**config.mk**
```make
export PLATFORM = sky130hd
export DESIGN_NAME = pipe_stage_skid
export DESIGN_NICKNAME = d
export VERILOG_FILES = /design/src/rtl/pipe_stage_skid.sv
export SDC_FILE = /design/constraint.sdc
export NUM_CORES = 1
export LEC_CHECK = 0
export CAP_MARGIN = 5
export CELL_PAD_IN_SITES_DETAIL_PLACEMENT = 2
export CELL_PAD_IN_SITES_GLOBAL_PLACEMENT = 2
export CORE_ASPECT_RATIO = 1.1
export CORE_MARGIN = 2
export CORE_UTILIZATION = 32
export CTS_CLUSTER_SIZE = 10
export DETAILED_ROUTE_END_ITERATION = 8
export GPL_TIMING_DRIVEN = 0
export PLACE_DENSITY = 0.95
export SYNTH_ARGS = -nofsm -noshare
export SYNTH_HDL_FRONTEND = slang
export SYNTH_SLANG_ARGS = --single-unit
```
**constraint.sdc**
```tcl
create_clock -name clk -period 5.46 [get_ports clk]
set_input_delay 0.819 -clock clk [delete_from_list [all_inputs] [get_ports clk]]
set_output_delay 0.819 -clock clk [all_outputs]
set_load 0.01 [all_outputs]
```
**src/rtl/pipe_stage_skid.sv**
```systemverilog
// Generic valid/ready pipeline-stage register with optional two-entry skid buffer,
// flush-to-bubble and a saturating stall-cycle counter.
module pipe_stage_skid #(
  parameter int unsigned DATA_W = 32,
  parameter int unsigned SKID   = 1,
  parameter int unsigned CNT_W  = 16
) (
  input  logic              clk,
  input  logic              rst,
  input  logic              flush,
  input  logic              in_valid,
  output logic              in_ready,
  input  logic [DATA_W-1:0] in_data,
  output logic              out_valid,
  input  logic              out_ready,
  output logic [DATA_W-1:0] out_data,
  output logic [CNT_W-1:0]  stall_cnt
);

  typedef enum logic [1:0] {
    StEmpty,
    StFull1,
    StFull2
  } state_e;

  localparam logic [CNT_W-1:0] CntOne = CNT_W'(1);
  localparam logic [CNT_W-1:0] CntMax = '1;

  state_e            state_q, state_d;
  logic [DATA_W-1:0] main_q, main_d;
  logic [DATA_W-1:0] skid_q, skid_d;
  logic [CNT_W-1:0]  cnt_q, cnt_d;
  logic              acc, pop;

  // State and payload registers.
  always_ff @(posedge clk) begin
    if (rst) begin
      state_q <= StEmpty;
      main_q  <= '0;
      skid_q  <= '0;
      cnt_q   <= '0;
    end else begin
      state_q <= state_d;
      main_q  <= main_d;
      skid_q  <= skid_d;
      cnt_q   <= cnt_d;
    end
  end

  // Next-state and payload steering.
  always_comb begin
    state_d = state_q;
    main_d  = main_q;
    skid_d  = skid_q;
    if (flush) begin
      // A beat accepted this cycle is dropped along with everything held.
      state_d = StEmpty;
      main_d  = '0;
      skid_d  = '0;
    end else begin
      unique case (state_q)
        StEmpty: begin
          if (acc) begin
            state_d = StFull1;
            main_d  = in_data;
          end
        end
        StFull1: begin
          if (acc && pop) begin
            main_d = in_data;
          end else if (acc && (SKID != 0)) begin
            state_d = StFull2;
            skid_d  = in_data;
          end else if (pop) begin
            state_d = StEmpty;
            main_d  = '0;
          end
        end
        StFull2: begin
          if (pop) begin
            state_d = StFull1;
            main_d  = skid_q;
            skid_d  = '0;
          end
        end
        default: begin
          state_d = StEmpty;
          main_d  = '0;
          skid_d  = '0;
        end
      endcase
    end
  end

  // Outputs: with the skid buffer, in_ready depends only on registered state.
  always_comb begin
    out_valid = (state_q != StEmpty);
    if (rst) begin
      in_ready = 1'b0;
    end else if (SKID != 0) begin
      in_ready = (state_q != StFull2);
    end else begin
      in_ready = (state_q == StEmpty) | out_ready;
    end
  end

  assign acc      = in_valid & in_ready;
  assign pop      = out_valid & out_ready;
  assign out_data = main_q;

  // Stall counter ignores flush and saturates instead of wrapping.
  always_comb begin
    cnt_d = cnt_q;
    if (out_valid && !out_ready && (cnt_q != CntMax)) begin
      cnt_d = cnt_q + CntOne;
    end
  end

  assign stall_cnt = cnt_q;

endmodule

```
==> flow_summary.toml, run 1 <==
[floorplanning]
start_util_pct = 32.4
die_w_um = 104
core_um2 = 10800
ioPinCount = 87
die_h_um = 114
rows = 40
die-area_um2 = 11800

[yosys]
synthFlopType = "dfxtp_1"
seq_area_frac_synth_pct = 46.9
syn_nets = 409
synth_cells = 371
synth.yosys.warnings = 0
synth_compound_area_share_pct = 15.9
synth_top_family_by_area = "simple AND/OR/NAND/NOR gates"
ys_ff_latch = 82
netlist_area_um2 = 3500
synth.area.mux_share_pct = 10.1
synth_edf_count = 0
avgSynthCellArea_um2 = 9.43
synth-simple-area-share_pct = 22.3
synth_cell_types = 44
synthArstFlopShare_pct = 0
yosys.area_share.adder_pct = 0.358
synthXorXnorAreaFrac_pct = 0.250

[worst_setup_path]
r2r_slack_ns = 2.93
cpPeakStageDelay_ns = 0.54
critPathSlowestCell = "clkdlybuf4s50_1"
cp_max_fo = 10
critPathArrivalTime_ns = 2.35
cp-end-kind = "primary output"
start_kind = "primary input"
worstPathRequired_ns = 4.64
path_class = "primary input to primary output"
crit_path_frequent_cell = "clkdlybuf4s50_1"
crit_path_cell_trace = "clkdlybuf4s50_1 > buf_4 > buf_6 > nor2_1 > clkdlybuf4s50_1"

[grt]
grt-ovfl-total = 0
grtUsageMet1_pct = 25.2
met3_usage_pct = 5.43
grt_util_met2_pct = 43.1
antenna_found_initial = 0
grt_max_degree = 15
grt_pass1_wl_um = 20800
grt_pass1_vias = 3726
grt_use_total_pct = 22.8
grt-busiest-layer = "met2"

[cts]
postCtsHoldBufs = 0
clk-insertion-delay-late_ns = 0.35
cts_tree = "yes"
cts_sinks = 82
clkTransAtPathRegs_ns = 0.06
htreeDepth = 3
cts_root_buf = "clkbuf_16"
clockBufferDepth = 2
cts_made_buffers = 9
cts-resized-gates = 0
cts_setup_buffers = 0

[final_layout]
area_growth_pct = 39.9
layout_commonest_cell = "clkdlybuf4s50_1"
layout_common_cells = "clkdlybuf4s50_1 (86), dfxtp_1 (82), nor2_1 (70)"
nFillCells = 1187
utilization_pct = 45.3
diodes = 0
drive_above_1_share_pct = 7.19
stdcell_area_um2 = 4890
fin_nets = 506

[routing]
num_vias = 3346
drt_first_iter_violations = 195
avgRoutedWirePerCell_um = 21.2
drt_first_pass_iters = 5
drt-total-wl_um = 13200
postRouteAntennaNets = 0
drc = 0
viasPerCell = 5.40

[placed_design]
hpwl_um = 8750
routabilityCongestion = 0.799
placed_cell_area_um2 = 4540
io_buffers = 86

[timing]
clock.fmax_ghz = 0.316
finalSetupViolCount = 0
period_share_pct = 58.0
hold_violations = 0
rsz0062_at_grt = "no"
relSlewSlack_pct = 52.5
period_minus_slack_ns = 3.17
worstMarginPinSlew_ns = 0.705
fin_skew_ns = 0.00929
slew_violations = 0
tns_ns = 0

[power]
power_w = 0.00145
cellPowerDensity_nw_per_um2 = 297
vdd_drop_max_mv = 0.216
leakage_nw = 1.64

[run]
max_cap_viol_count = 0

[min_path]
min_path_type = "flip-flop to flip-flop"

[run_status]
run_status = "finished clean"
## metal layers
metal,up-vias,part of all wire [%]
met4,0,1.8
li1,1559,-
met1,1674,40
met3,17,4.5
met2,96,54
met5,-,0
## final timing paths
check,startpoint,end,depth (start not counted)
setup reg to reg,stall_cnt[0],stall_cnt[7],6
hold reg to reg,skid_q[18],skid_q[18],2
setup / recovery,rst,in_ready,5
hold / removal,skid_q[18],skid_q[18],2
## cell usage after synthesis (3+ instances only)
cell type / instances / share of area [%]
dfxtp_1: 82 / 47
nand4_1: 5 / 0.89
mux2i_1: 34 / 9.7
a31oi_1: 3 / 0.54
nor3_1: 4 / 0.57
a21oi_1: 13 / 1.9
or4_1: 5 / 1.1
o21ai_0: 3 / 0.43
clkbuf_1: 25 / 2.7
nand3_1: 3 / 0.43
buf_2: 3 / 0.43
nor4_1: 3 / 0.54
o31ai_1: 7 / 1.5
nor2b_1: 5 / 0.89
and2_1: 34 / 6.1
a222oi_1: 32 / 9.2
nand2_1: 6 / 0.64
nor2_1: 70 / 7.5
## cell families after synthesis
kind of cell,count (synthesis)
xor gates and xnor gates,1
adders and majority gates,1
DFF,82
buffers and inverters,33
AOI/OAI and AO/OA,68
muxes,35
and+or+nand+nor,151
## where the power goes
part | total [W] | switching, W | leakage [nW] | internal [W]
Sequential | 0.000609 | 0.00000442 | 0.662 | 0.000605
Combinational | 0.000126 | 0.0000660 | 0.811 | 0.0000598
Clock | 0.000719 | 0.000259 | 0.169 | 0.000460
## layout make-up
class                      count  area (um2)  area share, %
buffer                        32         144           2.94
clock inverter                 6         111           2.28
sequential                    82        1640           33.5
multi-input combinational    256        1710           34.9
inverter                       1        3.75         0.0767
tap                          147         184           3.76
clock buffer                  10         239           4.88
timing repair buffer          86         861           17.6
## flip-flops by register name, summed over array words and instances (netlist names)
| name | count |
|---|---|
| out_data | 32 |
| stall_cnt | 16 |
| state_q | 2 |
| skid_q | 32 |
## through the flow
stage | setup WS, ns | cells | hold slack (ns)
4_1_cts | 2.26 | 620 | 0.506
6_report | 2.29 | 620 | 0.502
2_1_floorplan | 3.17 | 371 | 0.461
3_5_place_dp | 2.27 | 604 | 0.489
5_1_grt | 2.20 | 620 | 0.534
3_3_place_gp | 2.28 | 604 | 0.473
## critical path: cells and delay by family
| family | cells | cell delay [ns] |
|---|---|---|
| buffers and inverters | 4 | 1.40 |
| and+or+nand+nor | 1 | 0.12 |
(Power assumes the default switching activity.)
==> run 2, diff against run 1 <==
--- a/config.mk
+++ b/config.mk
@@ -10,11 +10,11 @@
 export CELL_PAD_IN_SITES_GLOBAL_PLACEMENT = 2
 export CORE_ASPECT_RATIO = 1.1
 export CORE_MARGIN = 2
-export CORE_UTILIZATION = 32
+export CORE_UTILIZATION = 29
 export CTS_CLUSTER_SIZE = 10
 export DETAILED_ROUTE_END_ITERATION = 8
 export GPL_TIMING_DRIVEN = 0
-export PLACE_DENSITY = 0.95
+export PLACE_DENSITY = 0.89
 export SYNTH_ARGS = -nofsm -noshare
 export SYNTH_HDL_FRONTEND = slang
 export SYNTH_SLANG_ARGS = --single-unit
==> constraint.sdc (replaced) <==
create_clock -name clk -period 3.3 [get_ports clk]
set_input_delay 0.495 -clock clk [delete_from_list [all_inputs] [get_ports clk]]
set_output_delay 0.495 -clock clk [all_outputs]
set_load 0.01 [all_outputs]
==> flow_summary.toml, run 2 (synthesized netlist as in run 1, its figures left out) <==
[run_status]
run_status = "finished clean"

[placed_design]
io_buffers = 86
placed_cell_area_um2 = 4550
place_ws_ns = 0.502
routabilityCongestion = 0.820
dp_cells = 611
hpwl_um = 8720

[worst_setup_path]
crit_path_frequent_cell = "nor4_1"
cp_max_fo = 10
critPathSlowestCell = "nor4_1"
cpPeakStageDelay_ns = 0.64
path_class = "flip-flop to flip-flop"
critPathArrivalTime_ns = 2.84
start_kind = "flip-flop"
cp-end-kind = "flip-flop"
worstPathRequired_ns = 3.54
crit_path_cell_trace = "ha_1 > nand4_1 > nor4_1 > clkbuf_1 > nor4_1 > o21ba_2"

[cts]
cts_sinks = 82
cts_root_buf = "clkbuf_16"
cts-resized-gates = 0
clkTransAtPathRegs_ns = 0.06
postCtsHoldBufs = 0
cts_setup_buffers = 0
htreeDepth = 3
cts_tree = "yes"
cts_made_buffers = 9
clockBufferDepth = 2
clk-insertion-delay-late_ns = 0.34

[timing]
hold_violations = 0
period_share_pct = 79.0
fin_skew_ns = 0.00524
relSlewSlack_pct = 49.2
setup_ws_ns = 0.693
rsz0062_at_grt = "no"
finalSetupViolCount = 0
clock.fmax_ghz = 0.384
whs_ns = 0.506
tns_ns = 0
period_minus_slack_ns = 2.61
slew_violations = 0
worstMarginPinSlew_ns = 0.756

[final_layout]
drive_above_1_share_pct = 7.19
diodes = 0
layout_common_cells = "clkdlybuf4s50_1 (86), dfxtp_1 (82), nor2_1 (70)"
fin_cells = 627
layout_commonest_cell = "clkdlybuf4s50_1"
fin_nets = 506
stdcell_area_um2 = 4880
area_growth_pct = 39.5

[power]
switching_share_pct = 24.0
vdd_drop_max_mv = 0.241
pwr-share-clk_pct = 48.0
pwr-share-seq_pct = 43.3
combPwrFrac_pct = 8.7
leakage_nw = 1.62
cellPowerDensity_nw_per_um2 = 477
p_sw_w = 0.000559
internal_power_w = 0.00177

[run]
max_cap_viol_count = 0

[grt]
grt_pass1_vias = 3780
grt-ovfl-total = 0
grt_max_degree = 16
grt_pass1_wl_um = 19800
grt_use_total_pct = 19.9
antenna_found_initial = 0

[routing]
avgRoutedWirePerCell_um = 19.7
viasPerCell = 5.34
drt_first_pass_iters = 6
drt_first_iter_violations = 260
drc = 0
postRouteAntennaNets = 0
drt-total-wl_um = 12300
num_vias = 3348

[floorplanning]
die-area_um2 = 13000
rows = 42
die_w_um = 109
core_um2 = 11900
ioPinCount = 87
die_h_um = 119
start_util_pct = 29.3

[min_path]
min_path_type = "flip-flop to flip-flop"
run 2: worst paths after layout:
| check | start | endpoint | slack (ns) | depth (start not counted) |
|---|---|---|---|---|
| worst max-delay path | stall_cnt[1] | stall_cnt[7] | 0.69 | 6 |
| worst min-delay path | skid_q[16] | skid_q[16] | 0.51 | 2 |
| worst max register to register | stall_cnt[1] | stall_cnt[7] | 0.69 | 6 |
| worst min register to register | skid_q[16] | skid_q[16] | 0.51 | 2 |
run 2: metal layers:
metal  track usage, %  routed length (um)  vias to the layer above
met4             8.89                 320                        0
met2             36.6                6670                       92
met3             3.34                 491                       22
met1             21.9                4850                     1671
met5                0                   0                        -
li1                 -                   -                     1563
run 2: cell type report:
type,count,area (um2)
Clock buffer,9,225
Multi-Input combinational cell,256,1710
Buffer,32,144
Inverter,1,3.75
Fill cell,1288,7050
Clock inverter,7,103
Tap cell,154,193
Timing Repair Buffer,86,861
Sequential cell,82,1640
run 2: metrics by stage:
stage                     utilization, %  total power [W]
after floorplan                        -          0.00112
after global placement              38.2          0.00122
after detailed placement            38.2          0.00123
after CTS                           40.9          0.00236
after global routing                40.9          0.00241
final                               40.9          0.00233
run 2: critical path: cells and delay by family (launching register included):
family / cells / cell delay, ns
flops: 1 / 0.42
compound gates: 1 / 0.21
simple gates: 3 / 1.03
fa+ha+maj: 1 / 0.38
buf+inv: 1 / 0.45
run 2: power groups by stage:
stage | Combinational, W | Clock (W) | Sequential, W
5_1_grt | 0.000221 | 0.00118 | 0.00101
3_3_place_gp | 0.000195 | 0 | 0.00103
2_1_floorplan | 0.0000916 | 0 | 0.00103
4_1_cts | 0.000207 | 0.00114 | 0.00101
3_5_place_dp | 0.000204 | 0 | 0.00103
6_report | 0.000204 | 0.00112 | 0.00101
==> run 3, diff against run 2 <==
--- a/config.mk
+++ b/config.mk
@@ -10,11 +10,11 @@
 export CELL_PAD_IN_SITES_GLOBAL_PLACEMENT = 2
 export CORE_ASPECT_RATIO = 1.1
 export CORE_MARGIN = 2
-export CORE_UTILIZATION = 29
+export CORE_UTILIZATION = 27
 export CTS_CLUSTER_SIZE = 10
 export DETAILED_ROUTE_END_ITERATION = 8
 export GPL_TIMING_DRIVEN = 0
-export PLACE_DENSITY = 0.89
+export PLACE_DENSITY = 0.87
 export SYNTH_ARGS = -nofsm -noshare
 export SYNTH_HDL_FRONTEND = slang
 export SYNTH_SLANG_ARGS = --single-unit
==> constraint.sdc (replaced) <==
create_clock -name clk -period 2.1 [get_ports clk]
set_input_delay 0.315 -clock clk [delete_from_list [all_inputs] [get_ports clk]]
set_output_delay 0.315 -clock clk [all_outputs]
set_load 0.01 [all_outputs]
==> flow_summary.toml, run 3 (synthesized netlist as in run 1, its figures left out) <==
[routing]
drt_first_pass_iters = 5
avgRoutedWirePerCell_um = 19.3
viasPerCell = 5.39
drc = 0
drt-total-wl_um = 12200
num_vias = 3404
postRouteAntennaNets = 0
drt_first_iter_violations = 262

[cts]
cts_sinks = 82
clockBufferDepth = 2
cts_made_buffers = 9
cts_root_buf = "clkbuf_16"
clkTransAtPathRegs_ns = 0.06
clk-insertion-delay-late_ns = 0.35
cts_tree = "yes"
htreeDepth = 3

[final_layout]
stdcell_area_um2 = 4980
drive_above_1_share_pct = 12.4
multi_input_area_um2 = 1750
diodes = 0
area_growth_pct = 42.5
nFillCells = 1380
layout_common_cells = "clkdlybuf4s50_1 (83), dfxtp_1 (77), nor2_1 (70)"
regArea_um2 = 1660
fin_nets = 508
utilization_pct = 39.4
layout_commonest_cell = "clkdlybuf4s50_1"

[timing]
hold_violations = 0
clock.fmax_ghz = 0.498
relSlewSlack_pct = 60.5
worstMarginPinSlew_ns = 0.592
rsz0062_at_grt = "no"
period_minus_slack_ns = 2.01
finalSetupViolCount = 0
setup_ws_ns = 0.0925
whs_ns = 0.451
fin_skew_ns = 0.00972
slew_violations = 0
period_share_pct = 95.6

[worst_setup_path]
cp_max_fo = 10
crit_path_start = "out_ready"
start_kind = "primary input"
worstPathRequired_ns = 2.37
path_class = "primary input to flip-flop"
r2r-start = "stall_cnt[2]"
crit_path_cell_trace = "clkdlybuf4s50_1 > clkbuf_2 > o21ba_2 > nand3_2 > or4_2 > a21oi_1"
critPathSlowestCell = "or4_2"
crit_family = "simple AND/OR/NAND/NOR gates"
cp-end-kind = "flip-flop"
crit_buf_inv = 2
critPathArrivalTime_ns = 2.28
cpPeakStageDelay_ns = 0.66

[run]
max_cap_viol_count = 0

[grt]
grt_max_degree = 16
grt_use_total_pct = 18.2
grt_pass1_vias = 3686
antenna_found_initial = 0
grt_pass1_wl_um = 19800
grt-ovfl-total = 0

[power]
internal_power_w = 0.00270
switching_share_pct = 24.1
leakage_nw = 1.73
pwr-share-clk_pct = 46.4
combPwrFrac_pct = 9.2
p_sw_w = 0.000856
pwr-share-seq_pct = 44.4
cellPowerDensity_nw_per_um2 = 713
vdd_drop_max_mv = 0.382

[placed_design]
io_buffers = 86
routabilityCongestion = 0.785
place_ws_ns = -0.551
hpwl_um = 8780
placed_cell_area_um2 = 4560

[min_path]
min_path_type = "primary input to flip-flop"
holdCritStartpoint = "rst"

[run_status]
run_status = "finished clean"

[floorplanning]
rows = 43
die-area_um2 = 13900
ioPinCount = 87
start_util_pct = 27.7
die_h_um = 123
die_w_um = 113
core_um2 = 12600
## run 3: changes by cell type in the layout (fill, tap and decap cells not counted), moves of 2 or more
cell and change:
dlymetal6s2s_1 +2, dfxtp_1 -5, clkbuf_2 +8, clkbuf_4 +4, clkdlybuf4s50_1 -3, clkbuf_1 -14
buf_4 +6, buf_2 -3, dfxtp_4 +3, dfxtp_2 +2
## run 3: power by group through the flow
stage	clock network (W)	logic [W]	registers [W]
2_1_floorplan	0	0.000144	0.00162
3_3_place_gp	0	0.000308	0.00162
4_1_cts	0.00169	0.000332	0.00158
5_1_grt	0.00176	0.000355	0.00158
6_report	0.00165	0.000327	0.00158
3_5_place_dp	0	0.000320	0.00162
## run 3: worst register-to-register path: stages (launching register included)
cell,delay [ns]
dfxtp_1,0.35
buf_6,0.14
nand2_1,0.07
or4_4,0.55
buf_6,0.16
or4_1,0.49
a21oi_1,0.15
## run 3: routing by layer
layer | global-route usage (%) | vias up | wire, um
met5 | 0 | - | 0
met4 | 7.16 | 0 | 253
met3 | 3.92 | 20 | 577
met2 | 32.9 | 104 | 6320
met1 | 21.0 | 1709 | 5080
li1 | - | 1571 | -
## run 3: what timing repair did
item	in CTS	in global routing
pin swaps	5	3
setup endpoints to repair	73	71
gates resized for setup	23	23
hold buffers	0	0
setup buffers	3	0
endpoints found under the hold margin	0	0
gates cloned	0	0
## run 3: path summary, 6_finish.rpt
kind	slack, ns	cells past startpoint	to
worst max-delay path	0.09	6	stall_cnt[5]
worst max register to register	0.12	6	stall_cnt[13]
worst min register to register	0.50	2	skid_q[1]
worst min-delay path	0.45	3	stall_cnt[15]
## run 3: metrics by stage
step                      power (W)  setup TNS [ns]  std cells
after floorplan             0.00177               0        371
after global placement      0.00192          -25.57        614
after detailed placement    0.00194          -30.82        614
after CTS                   0.00360               0        633
after global routing        0.00370               0        632
final                       0.00355               0        632
## run 3: final cells by class
class	instances	area share, %
clock inverters	6	1.48
clock buffers	10	4.79
plain buffers	31	3.61
well taps	157	3.94
flip-flops and latches	82	33.2
repair buffers	89	17.8
multi-input cells	256	35.1
inverters	1	0.0753
